<file path="config.mk">
export PLATFORM = sky130hd
export DESIGN_NAME = bch_error_corrector
export DESIGN_NICKNAME = d
export VERILOG_FILES = /design/src/rtl/bch_error_corrector.sv
export SDC_FILE = /design/constraint.sdc
export NUM_CORES = 2
export LEC_CHECK = 0
export CORE_UTILIZATION = 35
export CTS_CLUSTER_DIAMETER = 60
export DETAILED_ROUTE_END_ITERATION = 10
export PLACE_DENSITY = 0.55
export SLEW_MARGIN = 20
export SYNTH_ARGS = -nofsm -noshare
export SYNTH_HDL_FRONTEND = slang
export SYNTH_MEMORY_MAX_BITS = 65536
export SYNTH_SLANG_ARGS = --single-unit
</file>
<file path="constraint.sdc">
create_clock -name clk -period 8.3 [get_ports clk]
set_input_delay 2.075 -clock clk [delete_from_list [all_inputs] [get_ports clk]]
set_output_delay 2.075 -clock clk [all_outputs]
set_load 0.01 [all_outputs]
</file>
<file path="src/rtl/bch_error_corrector.sv">
// Buffers one BCH codeword block, latches the error locations from the locator,
// then streams the block back out with the located bits flipped.
module bch_error_corrector #(
  parameter int N_WORDS = 132
) (
  input  logic        clk,
  input  logic        reset,
  input  logic        din_valid,
  input  logic [31:0] din,
  output logic        din_ready,
  input  logic        err_valid,
  input  logic [3:0]  serr,
  input  logic [12:0] aadd1,
  input  logic [12:0] aadd2,
  input  logic [12:0] aadd3,
  input  logic [12:0] aadd4,
  input  logic [12:0] aadd5,
  input  logic [12:0] aadd6,
  input  logic [12:0] aadd7,
  input  logic [12:0] aadd8,
  output logic        dout_valid,
  output logic [31:0] dout,
  output logic        dout_last,
  input  logic        dout_ready,
  output logic        dout_fail,
  output logic        err_drop,
  output logic [1:0]  state_dbg
);

  localparam logic [7:0]  LAST_W   = 8'(N_WORDS - 1);
  localparam logic [13:0] ADDR_LIM = 14'(N_WORDS * 32);
  localparam logic [12:0] UNUSED   = 13'h1FFF;

  typedef enum logic [1:0] {IDLE, LOAD, WAIT_ERR, OUTPUT} state_t;

  // Valid/ready: a transfer happens on a posedge where valid and ready are both 1;
  // a producer holds its data stable while valid is high and ready is low.

  state_t      state_q, state_d;
  logic [7:0]  wr_ptr_q, wr_ptr_d;
  logic [7:0]  rd_ptr_q, rd_ptr_d;
  logic        err_latched_q, err_latched_d;
  logic [3:0]  serr_q, serr_d;
  logic [12:0] aadd_q [8];
  logic [12:0] aadd_d [8];
  logic [12:0] aadd_in [8];
  logic [31:0] dout_q, dout_d;
  logic        dout_valid_q, dout_valid_d;
  logic        dout_last_q, dout_last_d;
  logic        dout_fail_q, dout_fail_d;
  logic        err_drop_q, err_drop_d;
  logic [31:0] buf_q [N_WORDS];
  logic        wr_en;
  logic [7:0]  wr_addr;
  logic [31:0] mask;
  logic        beat, err_take, out_adv;

  assign aadd_in[0] = aadd1;
  assign aadd_in[1] = aadd2;
  assign aadd_in[2] = aadd3;
  assign aadd_in[3] = aadd4;
  assign aadd_in[4] = aadd5;
  assign aadd_in[5] = aadd6;
  assign aadd_in[6] = aadd7;
  assign aadd_in[7] = aadd8;

  assign din_ready  = (state_q == IDLE) || (state_q == LOAD);
  assign beat       = din_valid && din_ready;
  assign err_take   = err_valid && !err_latched_q && (state_q != OUTPUT);
  assign out_adv    = !dout_valid_q || dout_ready;
  assign dout       = dout_q;
  assign dout_valid = dout_valid_q;
  assign dout_last  = dout_last_q;
  assign dout_fail  = dout_fail_q;
  assign err_drop   = err_drop_q;
  assign state_dbg  = state_q;

  // Duplicate addresses OR into the mask so a repeated location flips only once.
  always_comb begin
    mask = '0;
    for (int i = 0; i < 8; i++) begin
      if ((4'(i) < serr_q) && (aadd_q[i] != UNUSED) && ({1'b0, aadd_q[i]} < ADDR_LIM) &&
          (aadd_q[i][12:5] == rd_ptr_q))
        mask[aadd_q[i][4:0]] = 1'b1;
    end
    if (serr_q > 4'd8) mask = '0;
  end

  always_comb begin
    state_d       = state_q;
    wr_ptr_d      = wr_ptr_q;
    rd_ptr_d      = rd_ptr_q;
    err_latched_d = err_latched_q;
    serr_d        = serr_q;
    aadd_d        = aadd_q;
    dout_d        = dout_q;
    dout_valid_d  = dout_valid_q;
    dout_last_d   = dout_last_q;
    dout_fail_d   = dout_fail_q;
    err_drop_d    = err_valid && !err_take;
    wr_en         = 1'b0;
    wr_addr       = wr_ptr_q;
    if (err_take) begin
      err_latched_d = 1'b1;
      serr_d        = serr;
      aadd_d        = aadd_in;
    end
    case (state_q)
      IDLE: begin
        if (beat) begin
          wr_en    = 1'b1;
          wr_addr  = 8'd0;
          wr_ptr_d = 8'd1;
          state_d  = LOAD;
        end
      end
      LOAD: begin
        if (beat) begin
          wr_en = 1'b1;
          if (wr_ptr_q == LAST_W)
            state_d = (err_latched_q || err_take) ? OUTPUT : WAIT_ERR;
          else
            wr_ptr_d = wr_ptr_q + 8'd1;
        end
      end
      WAIT_ERR: begin
        if (err_take) state_d = OUTPUT;
      end
      OUTPUT: begin
        if (dout_valid_q && dout_last_q && dout_ready) begin
          state_d       = IDLE;
          wr_ptr_d      = 8'd0;
          rd_ptr_d      = 8'd0;
          err_latched_d = 1'b0;
          serr_d        = 4'd0;
          for (int i = 0; i < 8; i++) aadd_d[i] = UNUSED;
          dout_valid_d  = 1'b0;
          dout_last_d   = 1'b0;
          dout_fail_d   = 1'b0;
        end else if (out_adv) begin
          // rd_ptr parks on the last word; the final handshake clears it.
          dout_d       = buf_q[rd_ptr_q] ^ mask;
          dout_valid_d = 1'b1;
          dout_last_d  = (rd_ptr_q == LAST_W);
          dout_fail_d  = (serr_q > 4'd8);
          if (rd_ptr_q != LAST_W) rd_ptr_d = rd_ptr_q + 8'd1;
        end
      end
      default: state_d = IDLE;
    endcase
  end

  always_ff @(posedge clk or posedge reset) begin
    if (reset) begin
      state_q       <= IDLE;
      wr_ptr_q      <= 8'd0;
      rd_ptr_q      <= 8'd0;
      err_latched_q <= 1'b0;
      serr_q        <= 4'd0;
      for (int i = 0; i < 8; i++) aadd_q[i] <= UNUSED;
      dout_q        <= 32'd0;
      dout_valid_q  <= 1'b0;
      dout_last_q   <= 1'b0;
      dout_fail_q   <= 1'b0;
      err_drop_q    <= 1'b0;
    end else begin
      state_q       <= state_d;
      wr_ptr_q      <= wr_ptr_d;
      rd_ptr_q      <= rd_ptr_d;
      err_latched_q <= err_latched_d;
      serr_q        <= serr_d;
      aadd_q        <= aadd_d;
      dout_q        <= dout_d;
      dout_valid_q  <= dout_valid_d;
      dout_last_q   <= dout_last_d;
      dout_fail_q   <= dout_fail_d;
      err_drop_q    <= err_drop_d;
    end
  end

  always_ff @(posedge clk) begin
    if (wr_en) buf_q[wr_addr] <= din;
  end

endmodule

</file>
# Yosys cells after proc, flatten, opt, wreduce, memory -nomap -nowiden
# Memory sizes are Yosys's and may differ from the RTL's.
# Cells that the tools add are included.
[classes]
bitwise = 9
n_reduce_logical = 54
n_lt_le_gt_ge = 33
div_mod_pow = 0
muxes = 61
shift = 0
n_eq_ne = 29
multipliers = 0
addsub = 2
[op_table]
columns = ["cell", "count"]
rows = [
  ["$mux W104", 3],
  ["$mux W32", 9],
  ["$or A32 B32 Y32", 7],
  ["$lt A13 B13 Y1 const B", 8],
  ["$ne A13 B13 Y1 const B", 8],
  ["$mux W8", 9],
  ["$eq A8 B8 Y1", 8],
  ["$lt A5 B6 Y1 const B", 8],
  ["$demux W1 S5", 8],
  ["$ge A5 B1 Y1 const B", 8],
  ["$logic_and A1 B1 Y1", 38],
  ["$xor A32 B32 Y32", 1],
  ["$pmux W8 S3", 1],
  ["$mux W1", 22],
  ["$add A8 B1 Y8 const B", 2],
  ["$eq A8 B8 Y1 const B", 2],
  ["$lt A3 B4 Y1 const A", 4],
  ["$mux W4", 3],
  ["$ne A2 B2 Y1 const B", 6],
  ["$mux W2", 5],
  ["$reduce_and A5 Y1", 2],
  ["$lt A1 B4 Y1 const A", 2],
  ["$lt A2 B4 Y1 const A", 2],
  ["$ne A8 B8 Y1 const B", 1],
  ["other kinds (14)", 21],
]
[totals]
romBits = 0
elab_cells = 207
n_memories = 1
latch_bits = 0
mem_bits_rw = 4224
output_inout_bits = 39
input_bits = 145
ff_bits = 163
[mem_list]
columns = ["name", "depth", "word_bits", "rd", "rd_ports_with_merged_regs", "write_ports", "line_no", "rtl"]
rows = [
  ["buf_q", 132, 32, 1, 0, 1, "52", "logic [31:0] buf_q [N_WORDS];"],
]

# Depth between registers and ports, before layout
[logic_depth]
word_depth = 21
ltp_mapped = 15
ltp_nobuf = 9

# Worst setup path after synthesis
# OpenSTA, ideal clock, no wires.
[synth_timing]
kind = "in2reg"
from = "input port din_valid"
to = "memory buf_q[107][0] (enable)"
path_stages = 5
slack_ps = 3295
setup_time_ps = 421
arrival_time_ps = 4583
path_buffers = 1
required_time_ps = 7879
path_cell_list = "and2_1 clkbuf_1 nor3b_1 nand3_1 nor2_1"
[synth_between]
elab_chain_cells = 5
elab_cells_between_ends = 7
classes_between = "mux (6); reduce/logical (1)"
[synth_lines]
columns = ["item", "line_no", "rtl"]
rows = [
  ["start, declared", "8", "input logic din_valid,"],
  ["$logic_and A1 B1 Y1 (*)", "68", "assign beat = din_valid && din_ready;"],
  ["$mux W1", "110, 118", ""],
  ["$mux W1", "-", ""],
  ["$mux W1", "182", "if (wr_en) buf_q[wr_addr] <= din;"],
  ["$mux W1 (not written as such)", "182", ""],
  ["end, declared", "52", ""],
]
# Mark *: on every way between the ends. The rest lies on a longest branch, timed or not.

# Final worst setup path
[layout_timing]
from = "register rd_ptr_q[1]"
to = "register dout_q[12] (netlist: dout[12])"
[layout_between]
elab_chain_cells = 19
elab_cells_between_ends = 34
classes_between = "eq/ne (8); mux (9); bitwise (8); reduce/logical (8); memory (1)"
[layout_lines]
columns = ["item", "line_no", "rtl"]
rows = [
  ["start, declared", "41", "logic [7:0] rd_ptr_q, rd_ptr_d;"],
  ["start signal, assigned", "169", "rd_ptr_q <= rd_ptr_d;"],
  ["$eq A8 B8 Y1", "83", "(aadd_q[i][12:5] == rd_ptr_q))"],
  ["$logic_and A1 B1 Y1", "82", "if ((4'(i) < serr_q) && (aadd_q[i] != UNUSED) && ({1'b0, aadd_q[i]} < ADDR_LIM) &&"],
  ["$mux W32", "82", ""],
  ["$or A32 B32 Y32 (no line)", "-", ""],
  ["$mux W32", "82", ""],
  ["$or A32 B32 Y32 (no line)", "-", ""],
  ["$mux W32", "82", ""],
  ["$or A32 B32 Y32 (no line)", "-", ""],
  ["(+3 left out)", "-", ""],
  ["$or A32 B32 Y32 (no line)", "-", ""],
  ["$mux W32", "82", ""],
  ["$or A32 B32 Y32 (no line)", "-", ""],
  ["$mux W32", "82", ""],
  ["$or A32 B32 Y32 (no line)", "-", ""],
  ["$mux W32", "82", ""],
  ["$mux W32", "86", "if (serr_q > 4'd8) mask = '0;"],
  ["$xor A32 B32 Y32 (*)", "142", "dout_d = buf_q[rd_ptr_q] ^ mask;"],
  ["end signal, assigned", "173", "dout_q <= dout_d;"],
  ["end, declared", "47", "logic [31:0] dout_q, dout_d;"],
]
# Marks and branches as above.
# A chain may end at the register's enable or synchronous reset.

==> flow_summary.yaml <==
detailed_routing:
  wl_mm: 542
  dr.pass1.iters: 8
  route.vias.total: 90700
  routed_via_density: 5.73
  ant_nets: 0
  wl_per_cell_um: 34.2
  drt_first_iter_violations: 12300
  drc_errors: 0
logic_synthesis:
  synth-main-ff-cell: "edfxtp_1"
  syn_area_mm2: 0.172
  syn_inst: 8478
  ys_warn_count: 0
  syn_area_per_cell_um2: 20.3
  ys_ff_latch: 4387
  synth_seq_area_share: 0.760
  synth_edf_count: 4224
  synth_nets: 8629
  async_flop_share: 0.0372
  synth_cell_types: 90
global_route:
  antenna_found_initial: 42
  grt_start_max_net_pins: 105
  grt_pass1_wl_mm: 744
  grt_overflow: 0
  grt_pass1_vias: 89800
  grtUsageTotal: 0.213
clock_network:
  clock-sinks: 4387
  clockRootBuffer: "clkbuf_16"
  clock_path_buffers: 4
  post-cts-setup-buffers: 0
  worstSkewPairLatency_ns: 1.07
  numCtsBuffers: 446
  clk_pin_slew_worst_paths_ns: 0.06
  cts_tree: "done"
  cts_resized: 0
  htree_num_levels: 5
  cts_hold_buf: 0
timing:
  slew_violations: 0
  finalHoldViolations: 0
  period_minus_slack_ns: 5.98
  layout_setup_ws_ns: 2.32
  fmax_ghz: 0.167
  finalSetupViolCount: 0
  finClkSkew_ns: 0.0976
  timing.slew.headroom: 0.146
  post-route-period-util: 0.721
  tightest_slew_ns: 1.28
  fin_tns_setup_ns: 0
  rsz0062_at_grt: "no"
setup_path:
  max_stage_delay_ns: 0.99
  cp_slowest_cell: "a2111oi_1"
  startpoint_type: "flop"
  arrival_ns: 6.89
  r2r_start: "rd_ptr_q[1]"
  worstSetupEndpointType: "flop"
  path_max_fanout: 20
  r2r_end: "dout[12]"
  r2r_cells: 10
  rrSetupSlack_ns: 2.32
  cp.required_ns: 9.21
  crit_chain: "buf_4 > nand2_1 > a211oi_1 > a2111oi_1 > a311oi_1 > a21oi_1 > o22ai_1 > a31oi_1 > xnor2_1 > o21ai_0"
  path_class: "flop to flop"
job:
  cap_violations: 0
die:
  io_pins: 184
  die_w_um: 704
  start_util: 0.352
  dieHeight_um: 704
  die_area_mm2: 0.495
  std_cell_rows: 257
  core_mm2: 0.490
placed_design:
  portBuffers: 183
  hpwl_mm: 339
  place_congestion: 0.905
  place_inst: 15000
  dp_worst_setup_slack_ns: 2.04
final_layout:
  stdcell_count: 15800
  layout-drive-gt1-share: 0.249
  fin_nets: 9116
  layout_common_cells: "4,224 x edfxtp_1, 966 x mux4_2, 506 x nand2_1"
  final_core_util: 0.405
  area_delta_synth_final_pct: 15.3
  final_common_cell: "edfxtp_1"
worst_hold_path:
  min_from: "dout[23]"
  hold_path.class: "flop to flop"
  hold_depth: 2
  min_to: "dout[23]"
outcome:
  status: "finished, final reports clean"
power_and_ir_drop:
  ir_drop_mv: 0.217
  p_per_area_mw_per_mm2: 281
  leakage_nw: 60.0
per-stage QoR:
step / hold WS, ns / instance area (um^2) / power [mW]
after floorplan: 0.468 / 172000 / 32.7
after global placement: 0.471 / 184000 / 36.4
after detailed placement: 0.474 / 184000 / 36.4
after CTS: 0.487 / 198000 / 56.2
after global routing: 0.504 / 199000 / 57.5
final: 0.484 / 199000 / 55.9
cell usage after synthesis, types with 17 or more instances:
cell type  number  area (um^2)
a22oi_1       116          871
nor3_1         37          185
buf_1          34          128
a21oi_1       143          716
a31oi_1        37          231
o21ai_0       135          676
nand4_1        22          138
edfxtp_1     4224       127000
dfrtp_1        59         1480
nand3_1       161          806
inv_1          22         82.6
buf_4          94          706
buf_2         130          651
nand2b_1       31          194
mux2i_1       419         4190
a41oi_1        19          166
mux4_2        966        21800
nand2_1       509         1910
xor2_1         23          201
a211oi_1       48          360
and2_1         20          125
nor2_1        253          950
buf_6          35          394
xnor2_1        68          596
dfstp_2       104         2730
nor4_1         17          106
o22ai_1        66          413
o221ai_1       54          473
a221oi_1       85          744
nor2b_1        42          263
clkbuf_1      207          777
area by class of cell:
type                       count  area (um^2)
antenna                       14         35.0
clock inverter               288         2910
multi-input combinational   3561        39800
fill                       42800       292000
tap                         6475         8100
timing repair buffer         544         5090
clock buffer                 542        11600
inverter                      25          106
sequential                  4387       131000
per-layer routing:
layer	share of wire	GRT usage	wire, um
met4	0.037	0.0683	20200
met2	0.46	0.335	252000
met3	0.090	0.0430	48900
met5	0.00015	0	80
met1	0.41	0.299	221000
flip-flops by register name, indices dropped and copies added (netlist names):
name,cells
aadd_q,104
buf_q,4224
dout,32
dout_fail,1
dout_last,1
dout_valid,1
err_drop,1
err_latched_q,1
rd_ptr_q,8
serr_q,4
state_dbg,2
wr_ptr_q,8
critical path, delay by kind of cell (launching register included):
kind | cells | cell delay, ns
buffers and inverters | 1 | 0.38
AOI/OAI and AO/OA | 7 | 3.72
and+or+nand+nor | 1 | 0.76
xor gates and xnor gates | 1 | 0.19
DFF | 1 | 0.73
worst max-delay path by stage:
stage                 from       endpoint
6_report       rd_ptr_q[1]       dout[12]
3_3_place_gp     din_valid  buf_q[19][22]
4_1_cts        rd_ptr_q[1]       dout[12]
5_1_grt        rd_ptr_q[0]       dout[12]
2_1_floorplan        reset        dout[0]
3_5_place_dp     din_valid  buf_q[115][1]
where the power goes:
| group | switching [mW] | internal, mW | total (mW) |
|---|---|---|---|
| logic | 6.01 | 4.39 | 10.4 |
| registers | 0.676 | 24.9 | 25.6 |
| clock network | 8.69 | 11.3 | 20.0 |
| total | 15.4 | 40.5 | 55.9 |
kinds of logic (layout without fill, tap and decap cells):
| family | Yosys count | after routing | synth area share |
|---|---|---|---|
| multiplexers | 1401 | 1401 | 0.152 |
| XOR/XNOR | 91 | 91 | 0.00462 |
| other | 0 | 14 | 0 |
| buffers and inverters | 530 | 1399 | 0.0162 |
| adder cells (fa/ha/maj) | 6 | 6 | 0.000435 |
| flip-flops | 4387 | 4387 | 0.760 |
| AND/OR/NAND/NOR | 1173 | 1173 | 0.0308 |
| AO/OA/AOI/OAI | 890 | 890 | 0.0364 |
(Power assumes the default switching activity.)
